===== src/rtl/decode_stage_pkg.sv =====
// Shared types for the decode stage: basic RV32I types, ALU codes, opcodes
// and the execute-stage pipe register payload.
package decode_stage_pkg;

  localparam int unsigned XLEN     = 32;
  localparam int unsigned NUM_REGS = 32;
  localparam int unsigned REG_AW   = $clog2(NUM_REGS);

  typedef logic [REG_AW-1:0] reg_addr_t;

  typedef enum logic [3:0] {
    ALU_ADD  = 4'd0,
    ALU_SUB  = 4'd1,
    ALU_SLL  = 4'd2,
    ALU_SLT  = 4'd3,
    ALU_SLTU = 4'd4,
    ALU_XOR  = 4'd5,
    ALU_SRL  = 4'd6,
    ALU_SRA  = 4'd7,
    ALU_OR   = 4'd8,
    ALU_AND  = 4'd9
  } alu_code_e;

  localparam logic [6:0] OP_LOAD   = 7'b0000011;
  localparam logic [6:0] OP_STORE  = 7'b0100011;
  localparam logic [6:0] OP_BRANCH = 7'b1100011;
  localparam logic [6:0] OP_JAL    = 7'b1101111;
  localparam logic [6:0] OP_JALR   = 7'b1100111;
  localparam logic [6:0] OP_IMM    = 7'b0010011;
  localparam logic [6:0] OP_REG    = 7'b0110011;
  localparam logic [6:0] OP_LUI    = 7'b0110111;
  localparam logic [6:0] OP_AUIPC  = 7'b0010111;

  typedef struct packed {
    logic            valid;
    logic [XLEN-1:0] pc;
    logic [XLEN-1:0] rs1_data;
    logic [XLEN-1:0] rs2_data;
    logic [XLEN-1:0] imm;
    reg_addr_t       rd;
    logic            rd_we;
    alu_code_e       alu_op;
    logic            is_load;
    logic            is_store;
    logic            is_branch;
    logic            is_jump;
    logic            bp_taken;
    logic            illegal;
  } ex_pipe_reg_t;

endpackage


===== src/rtl/decode_stage_if.sv =====
// Execute-stage pipe register bus driven by decode, consumed by execute.
interface decode_stage_if;
  import decode_stage_pkg::*;

  ex_pipe_reg_t ex;

  modport master (output ex);
  modport slave  (input  ex);
endinterface


===== src/rtl/decode_stage_register_file.sv =====
// 32x32 architectural register file: two combinational read ports with
// write-back bypass, one write port, x0 hard-wired to zero.
module decode_stage_register_file
  import decode_stage_pkg::*;
(
  input  logic            clk,
  input  logic            rst_n,
  input  reg_addr_t       raddr1,
  input  reg_addr_t       raddr2,
  output logic [XLEN-1:0] rdata1_c,
  output logic [XLEN-1:0] rdata2_c,
  input  logic            we,
  input  reg_addr_t       waddr,
  input  logic [XLEN-1:0] wdata
);

  logic [XLEN-1:0] regs [NUM_REGS];

  // Storage update; writes to x0 are dropped
  always_ff @(posedge clk or negedge rst_n) begin
    if (!rst_n) begin
      for (int i = 0; i < int'(NUM_REGS); i++) regs[REG_AW'(i)] <= '0;
    end else if (we && (waddr != '0)) begin
      regs[waddr] <= wdata;
    end
  end

  // Read ports with same-cycle write-back bypass
  always_comb begin
    rdata1_c = regs[raddr1];
    rdata2_c = regs[raddr2];
    if (raddr1 == '0)                    rdata1_c = '0;
    else if (we && (waddr == raddr1))    rdata1_c = wdata;
    if (raddr2 == '0)                    rdata2_c = '0;
    else if (we && (waddr == raddr2))    rdata2_c = wdata;
  end

endmodule


===== src/rtl/decode_stage.sv =====
// RV32I decode stage: field decode, immediate generation, operand read with
// bypass, load-use stall request and execute pipe register.
// Optional build macro: ILLEGAL_INST_DETECT_EN (illegal instructions flow on
// as ex_illegal instead of being squashed into bubbles).
module decode_stage
  import decode_stage_pkg::*;
(
  input  logic            clk,
  input  logic            rst,
  input  logic [XLEN-1:0] in_pc,
  input  logic [31:0]     in_inst,
  input  logic            in_bp_taken,
  input  logic            flush,
  input  logic            wb_en,
  input  reg_addr_t       wb_rd,
  input  logic [XLEN-1:0] wb_data,
  output logic            data_hazard,
  decode_stage_if.master  ex_bus
);

  logic [6:0]      opcode;
  logic [2:0]      funct3;
  logic [6:0]      funct7;
  reg_addr_t       rs1, rs2, rd;
  logic [XLEN-1:0] rdata1_c, rdata2_c;

  logic            uses_rs1, uses_rs2, writes_rd, known, funct_bad, illegal;
  logic            is_load, is_store, is_branch, is_jump;
  alu_code_e       alu_op;
  logic [XLEN-1:0] imm;
  ex_pipe_reg_t    ex_d, ex_q;

  assign opcode = in_inst[6:0];
  assign rd     = in_inst[11:7];
  assign funct3 = in_inst[14:12];
  assign rs1    = in_inst[19:15];
  assign rs2    = in_inst[24:20];
  assign funct7 = in_inst[31:25];

  decode_stage_register_file u_rf (
    .clk      (clk),
    .rst_n    (rst),
    .raddr1   (rs1),
    .raddr2   (rs2),
    .rdata1_c (rdata1_c),
    .rdata2_c (rdata2_c),
    .we       (wb_en),
    .waddr    (wb_rd),
    .wdata    (wb_data)
  );

  // Instruction class, operand usage, immediate and ALU code by opcode
  always_comb begin
    uses_rs1  = 1'b0;
    uses_rs2  = 1'b0;
    writes_rd = 1'b0;
    known     = 1'b1;
    funct_bad = 1'b0;
    is_load   = 1'b0;
    is_store  = 1'b0;
    is_branch = 1'b0;
    is_jump   = 1'b0;
    alu_op    = ALU_ADD;
    imm       = '0;
    case (opcode)
      OP_LOAD: begin
        uses_rs1  = 1'b1;
        writes_rd = 1'b1;
        is_load   = 1'b1;
        imm       = {{20{in_inst[31]}}, in_inst[31:20]};
        funct_bad = (funct3 == 3'b011) || (funct3[2:1] == 2'b11);
      end
      OP_STORE: begin
        uses_rs1  = 1'b1;
        uses_rs2  = 1'b1;
        is_store  = 1'b1;
        imm       = {{20{in_inst[31]}}, in_inst[31:25], in_inst[11:7]};
        funct_bad = funct3[2] || (funct3[1:0] == 2'b11);
      end
      OP_BRANCH: begin
        uses_rs1  = 1'b1;
        uses_rs2  = 1'b1;
        is_branch = 1'b1;
        imm       = {{19{in_inst[31]}}, in_inst[31], in_inst[7],
                     in_inst[30:25], in_inst[11:8], 1'b0};
        funct_bad = (funct3[2:1] == 2'b01);
      end
      OP_JAL: begin
        writes_rd = 1'b1;
        is_jump   = 1'b1;
        imm       = {{11{in_inst[31]}}, in_inst[31], in_inst[19:12],
                     in_inst[20], in_inst[30:21], 1'b0};
      end
      OP_JALR: begin
        uses_rs1  = 1'b1;
        writes_rd = 1'b1;
        is_jump   = 1'b1;
        imm       = {{20{in_inst[31]}}, in_inst[31:20]};
        funct_bad = (funct3 != 3'b000);
      end
      OP_IMM: begin
        uses_rs1  = 1'b1;
        writes_rd = 1'b1;
        imm       = {{20{in_inst[31]}}, in_inst[31:20]};
        case (funct3)
          3'b000:  alu_op = ALU_ADD;
          3'b001:  alu_op = ALU_SLL;
          3'b010:  alu_op = ALU_SLT;
          3'b011:  alu_op = ALU_SLTU;
          3'b100:  alu_op = ALU_XOR;
          3'b101:  alu_op = funct7[5] ? ALU_SRA : ALU_SRL;
          3'b110:  alu_op = ALU_OR;
          default: alu_op = ALU_AND;
        endcase
        funct_bad = ((funct3 == 3'b001) && (funct7 != 7'b0000000)) ||
                    ((funct3 == 3'b101) && (funct7 != 7'b0000000) &&
                     (funct7 != 7'b0100000));
      end
      OP_REG: begin
        uses_rs1  = 1'b1;
        uses_rs2  = 1'b1;
        writes_rd = 1'b1;
        case (funct3)
          3'b000:  alu_op = funct7[5] ? ALU_SUB : ALU_ADD;
          3'b001:  alu_op = ALU_SLL;
          3'b010:  alu_op = ALU_SLT;
          3'b011:  alu_op = ALU_SLTU;
          3'b100:  alu_op = ALU_XOR;
          3'b101:  alu_op = funct7[5] ? ALU_SRA : ALU_SRL;
          3'b110:  alu_op = ALU_OR;
          default: alu_op = ALU_AND;
        endcase
        funct_bad = !((funct7 == 7'b0000000) ||
                      ((funct7 == 7'b0100000) &&
                       ((funct3 == 3'b000) || (funct3 == 3'b101))));
      end
      OP_LUI: begin
        writes_rd = 1'b1;
        imm       = {in_inst[31:12], 12'h000};
      end
      OP_AUIPC: begin
        writes_rd = 1'b1;
        imm       = {in_inst[31:12], 12'h000};
      end
      default: known = 1'b0;
    endcase
    illegal = !known || funct_bad;
  end

  // Load-use stall: the load in execute targets a register this instruction reads
  assign data_hazard = !flush && ex_q.valid && ex_q.is_load && (ex_q.rd != '0) &&
                       (in_inst != 32'h0) &&
                       ((uses_rs1 && (rs1 == ex_q.rd)) || (uses_rs2 && (rs2 == ex_q.rd)));

  // Next execute pipe register; flush, stall and bubbles all load zeros
  always_comb begin
    ex_d = '0;
    if (!flush && !data_hazard && (in_inst != 32'h0)) begin
      if (illegal) begin
`ifdef ILLEGAL_INST_DETECT_EN
        ex_d.valid   = 1'b1;
        ex_d.illegal = 1'b1;
        ex_d.pc      = in_pc;
`endif
      end else begin
        ex_d.valid     = 1'b1;
        ex_d.pc        = in_pc;
        ex_d.rs1_data  = uses_rs1 ? rdata1_c : '0;
        ex_d.rs2_data  = uses_rs2 ? rdata2_c : '0;
        ex_d.imm       = imm;
        ex_d.rd        = writes_rd ? rd : '0;
        ex_d.rd_we     = writes_rd && (rd != '0);
        ex_d.alu_op    = alu_op;
        ex_d.is_load   = is_load;
        ex_d.is_store  = is_store;
        ex_d.is_branch = is_branch;
        ex_d.is_jump   = is_jump;
        ex_d.bp_taken  = in_bp_taken;
      end
    end
  end

  // Execute pipe register
  always_ff @(posedge clk or negedge rst) begin
    if (!rst) ex_q <= '0;
    else      ex_q <= ex_d;
  end

  assign ex_bus.ex = ex_q;

endmodule


===== src/flat_wrapper.sv =====
// flat-port wrapper written by rule: the top's interface ports become plain ports
module decode_stage_flat import decode_stage_pkg::*;
  (clk, rst, in_pc, in_inst, in_bp_taken, flush, wb_en, wb_rd, wb_data, data_hazard, ex_bus_ex);
  decode_stage_if ex_bus_i ();
  input  logic clk;
  input  logic rst;
  input  logic [XLEN-1:0] in_pc;
  input  logic [31:0] in_inst;
  input  logic in_bp_taken;
  input  logic flush;
  input  logic wb_en;
  input  reg_addr_t wb_rd;
  input  logic [XLEN-1:0] wb_data;
  output logic data_hazard;
  output wire logic [$bits(ex_bus_i.ex)-1:0] ex_bus_ex;
  assign ex_bus_ex = ex_bus_i.ex;
  decode_stage u_core (.clk(clk), .rst(rst), .in_pc(in_pc), .in_inst(in_inst), .in_bp_taken(in_bp_taken), .flush(flush), .wb_en(wb_en), .wb_rd(wb_rd), .wb_data(wb_data), .data_hazard(data_hazard), .ex_bus(ex_bus_i));
endmodule

===== config.mk =====
export PLATFORM = sky130hd
export DESIGN_NAME = decode_stage_flat
export DESIGN_NICKNAME = d
export VERILOG_FILES = /design/src/rtl/decode_stage_pkg.sv /design/src/rtl/decode_stage_if.sv /design/src/rtl/decode_stage_register_file.sv /design/src/rtl/decode_stage.sv /design/src/flat_wrapper.sv
export SDC_FILE = /design/constraint.sdc
export NUM_CORES = 2
export LEC_CHECK = 0
export ABC_AREA = 1
export BUFFER_PORTS_ARGS = -buffer_cell sky130_fd_sc_hd__buf_2
export CORE_ASPECT_RATIO = 1.4
export CORE_MARGIN = 2
export CORE_UTILIZATION = 45
export CTS_CLUSTER_DIAMETER = 100
export CTS_CLUSTER_SIZE = 10
export DETAILED_ROUTE_END_ITERATION = 8
export PLACE_DENSITY = 0.64
export SLEW_MARGIN = 20
export SYNTH_ARGS = -nofsm -noshare
export SYNTH_HDL_FRONTEND = slang
export SYNTH_SLANG_ARGS = --single-unit

===== constraint.sdc =====
create_clock -name clk -period 4.65 [get_ports clk]
set_input_delay 0.2325 -clock clk [delete_from_list [all_inputs] [get_ports clk]]
set_output_delay 0.2325 -clock clk [all_outputs]
set_load 0.02 [all_outputs]

==> metrics.cfg <==
[synth]
synth_edf_count = 512
async_reset_ff_share_pct = 56.2
synth_fa_ha_area_share_pct = 0
syn_area_mm2 = 0.0604
avgSynthCellArea_um2 = 8.07
synthTopCellsByArea = dfrtp_1 27%, edfxtp_1 25%, nand2_1 13%
ys_types = 34
netlist_instances = 7483
yosysWarningCount = 0
yosys_most_used_dff = dfrtp_1
yosys.area_share.simple_pct = 25.6
synth_compound_area_share_pct = 14.0
synth_top_area_share_pct = 27.2
synth_top_family_by_area = simple AND/OR/NAND/NOR gates
synth_seq_area_share_pct = 52.7
ys_ff_latch = 1168
synth_xor_area_share_pct = 0.0725
synth_fp_nets = 7589
muxShareOfSynthArea_pct = 0
synth_top_area_cell = dfrtp_1

[global_route]
grt.busiest_layer = met2
first_global_vias = 52041
grt_pass1_wl_um = 326000
grt_overflow = 0
met1_usage_pct = 40.0
grt_max_degree = 216
antenna_found_initial = 11
grtUsageTotal_pct = 31.5
globalRouteMet3Util_pct = 6.12
use_met2_pct = 50.0

[critical_path]
critPathRequiredTime_ns = 5.36
critPathKind = primary input to flip-flop
r2r-start = u_core.ex_bus.ex[14]$_DFF_PN0_
reg2reg_slack_ns = 1.75
crit_path_end_kind = flip-flop
cp.arrival_ns = 4.26
reg2reg_to = u_core.ex_bus.ex[27]$_DFF_PN0_
critPathLaunchType = primary input
critPathMaxFanout = 80
ff2ff_path_depth = 10

[drt]
drc = 0
avgRoutedWirePerCell_um = 23.7
vias = 54651
drt-pass1-iter-count = 8
avgViaCountPerCell = 5.90
drtIter0Drc = 7161
wl_um = 220000
ant_nets = 0

[sta]
post-route-period-util_pct = 76.3
fin_tns_setup_ns = 0
fmaxAchievable_ghz = 0.282
hold_viol_final = 0
maxSlewViolCount = 0
skew_ns = 0.0192
finalCriticalPeriod_ns = 3.55
holdWs_ns = 0.00714
worst_pin_slew_ns = 1.16
setup_violations = 0
rsz0062_at_grt = false
slew_headroom_pct = 22.5
worst_slack_ns = 1.10

[place]
globalplace.congestion = 0.931
preCtsSetupSlack_ns = 1.45
io_buffers = 250
post_dp_cell_area_mm2 = 0.0625
hpwl_um = 124000

[clock_tree]
cts_resized = 0
clk_pin_slew_ns = 0.06
clk_latency_ns = 0.78
clock-sinks = 1168
cts_made_buffers = 134
cts_root_buffer = clkbuf_16
cts_max_path_buffers = 3
cts_tree = built
htree_num_levels = 4

[floorplan]
die_w_um = 314
num_io_pins = 252
die_h_um = 437
core_area_mm2 = 0.134
initial_utilization_pct = 45.2
dieArea_mm2 = 0.137
num_rows = 159

[run_status]
outcome = finished clean

[layout]
final_cell_mix = 2144 x nand2_1, 926 x nand3_1, 663 x o21ai_0
register_area_mm2 = 0.0318
multi_input_area_mm2 = 0.0241
fillCellCount = 12596
layout_commonest_cell = nand2_1
final_area_mm2 = 0.0672
area_growth_pct = 11.3
layout-drive-gt1-share_pct = 8.79
nets = 7553

[flow_run]
drv_cap = 0

[power_and_ir_drop]
p_leak_nw = 29.5
p_per_area_mw_per_mm2 = 378
peakVddDrop_uv = 387
finalPower_mw = 25.4

[worst_hold_path]
hold_path_class = primary input to asynchronous set/reset pin

-- per-layer routing --
layer / share of wire, % / wire (um)
met1: 38 / 84000
met2: 46 / 100000
met3: 9.6 / 21200
met4: 6.3 / 13900
met5: 0.021 / 46
-- per-stage QoR --
step / instances / util (%)
after floorplan: 7483 / -
after global placement: 8985 / 46.8
after detailed placement: 8985 / 46.8
after CTS: 9255 / 50.2
after global routing: 9260 / 50.3
final: 9262 / 50.3
-- sequential cells by signal (all words and copies together), names as in the netlist --
| register | count |
|---|---|
| u_core.u_rf.regs | 1024 |
| u_core.ex_bus.ex | 144 |
-- cell families (layout without fill, tap and decap cells) --
| family | count (synthesis) | count (layout) |
|---|---|---|
| simple gates | 3688 | 3688 |
| compound gates | 1462 | 1462 |
| flops | 1168 | 1168 |
| buf+inv | 1159 | 1161 |
| xor+xnor | 5 | 5 |
| other cells | 1 | 7 |
-- power breakdown --
group	internal (mW)	switching, mW	total, mW
Combinational	1.21	2.53	3.74
Sequential	11.6	0.524	12.2
Clock	5.34	4.18	9.52
Total	18.2	7.23	25.4
-- critical path, cell delays in order --
cell	delay, ns
dlygate4sd3_1	0.53
buf_2	0.13
nand2_1	0.09
dlygate4sd3_1	0.56
inv_1	0.07
nand2_2	0.13
nor2_1	0.10
nand2_1	0.07
nand2_1	0.05
nor2_1	0.14
nand2_1	0.12
nor2_4	0.11
buf_4	0.42
nand2_4	0.59
a21oi_1	0.31
dlygate4sd3_1	0.58
-- cell type report --
cell class                 instances  share of cell area [%]
sequential                      1168                    47.3
multi-input combinational       5156                    35.9
clock buffer                     163                    5.31
timing repair buffer             450                    4.95
tap                             1771                    3.30
inverter                         537                    3.04
clock inverter                    11                   0.158
antenna                            6                  0.0223
-- repair_timing --
action / 4_1_cts / 5_1_grt
buffers inserted: 0 / 0
hold endpoints to repair: 709 / 0
hold buffers: 96 / 0
-- synthesized netlist by cell type, types with 24 or more instances --
library cell and count:
inv_1 530, nor2_1 440, buf_2 225, or2_2 87, a21oi_1 268, nand4_1 30
nand2_1 2157, nand3_1 927, nor3_1 24, o21ai_1 80, o21ai_0 663, clkbuf_1 332
dfrtp_1 656, edfxtp_1 512, o211ai_1 438, buf_1 60
-- worst max path at each step --
stage	startpoint	end	slack [ns]	depth (start not counted)
floorplan	wb_en	u_core.u_rf.regs[100]$_DFFE_PP_	2.05	4
global placement	in_inst[21]	u_core.ex_bus.ex[101]$_DFF_PN0_	1.35	11
detailed placement	in_inst[21]	u_core.ex_bus.ex[108]$_DFF_PN0_	1.45	11
CTS	in_inst[1]	u_core.ex_bus.ex[27]$_DFF_PN0_	1.21	16
global route	in_inst[1]	u_core.ex_bus.ex[27]$_DFF_PN0_	0.95	16
finish	in_inst[1]	u_core.ex_bus.ex[27]$_DFF_PN0_	1.10	16
Power figures use the tool's default switching activity.
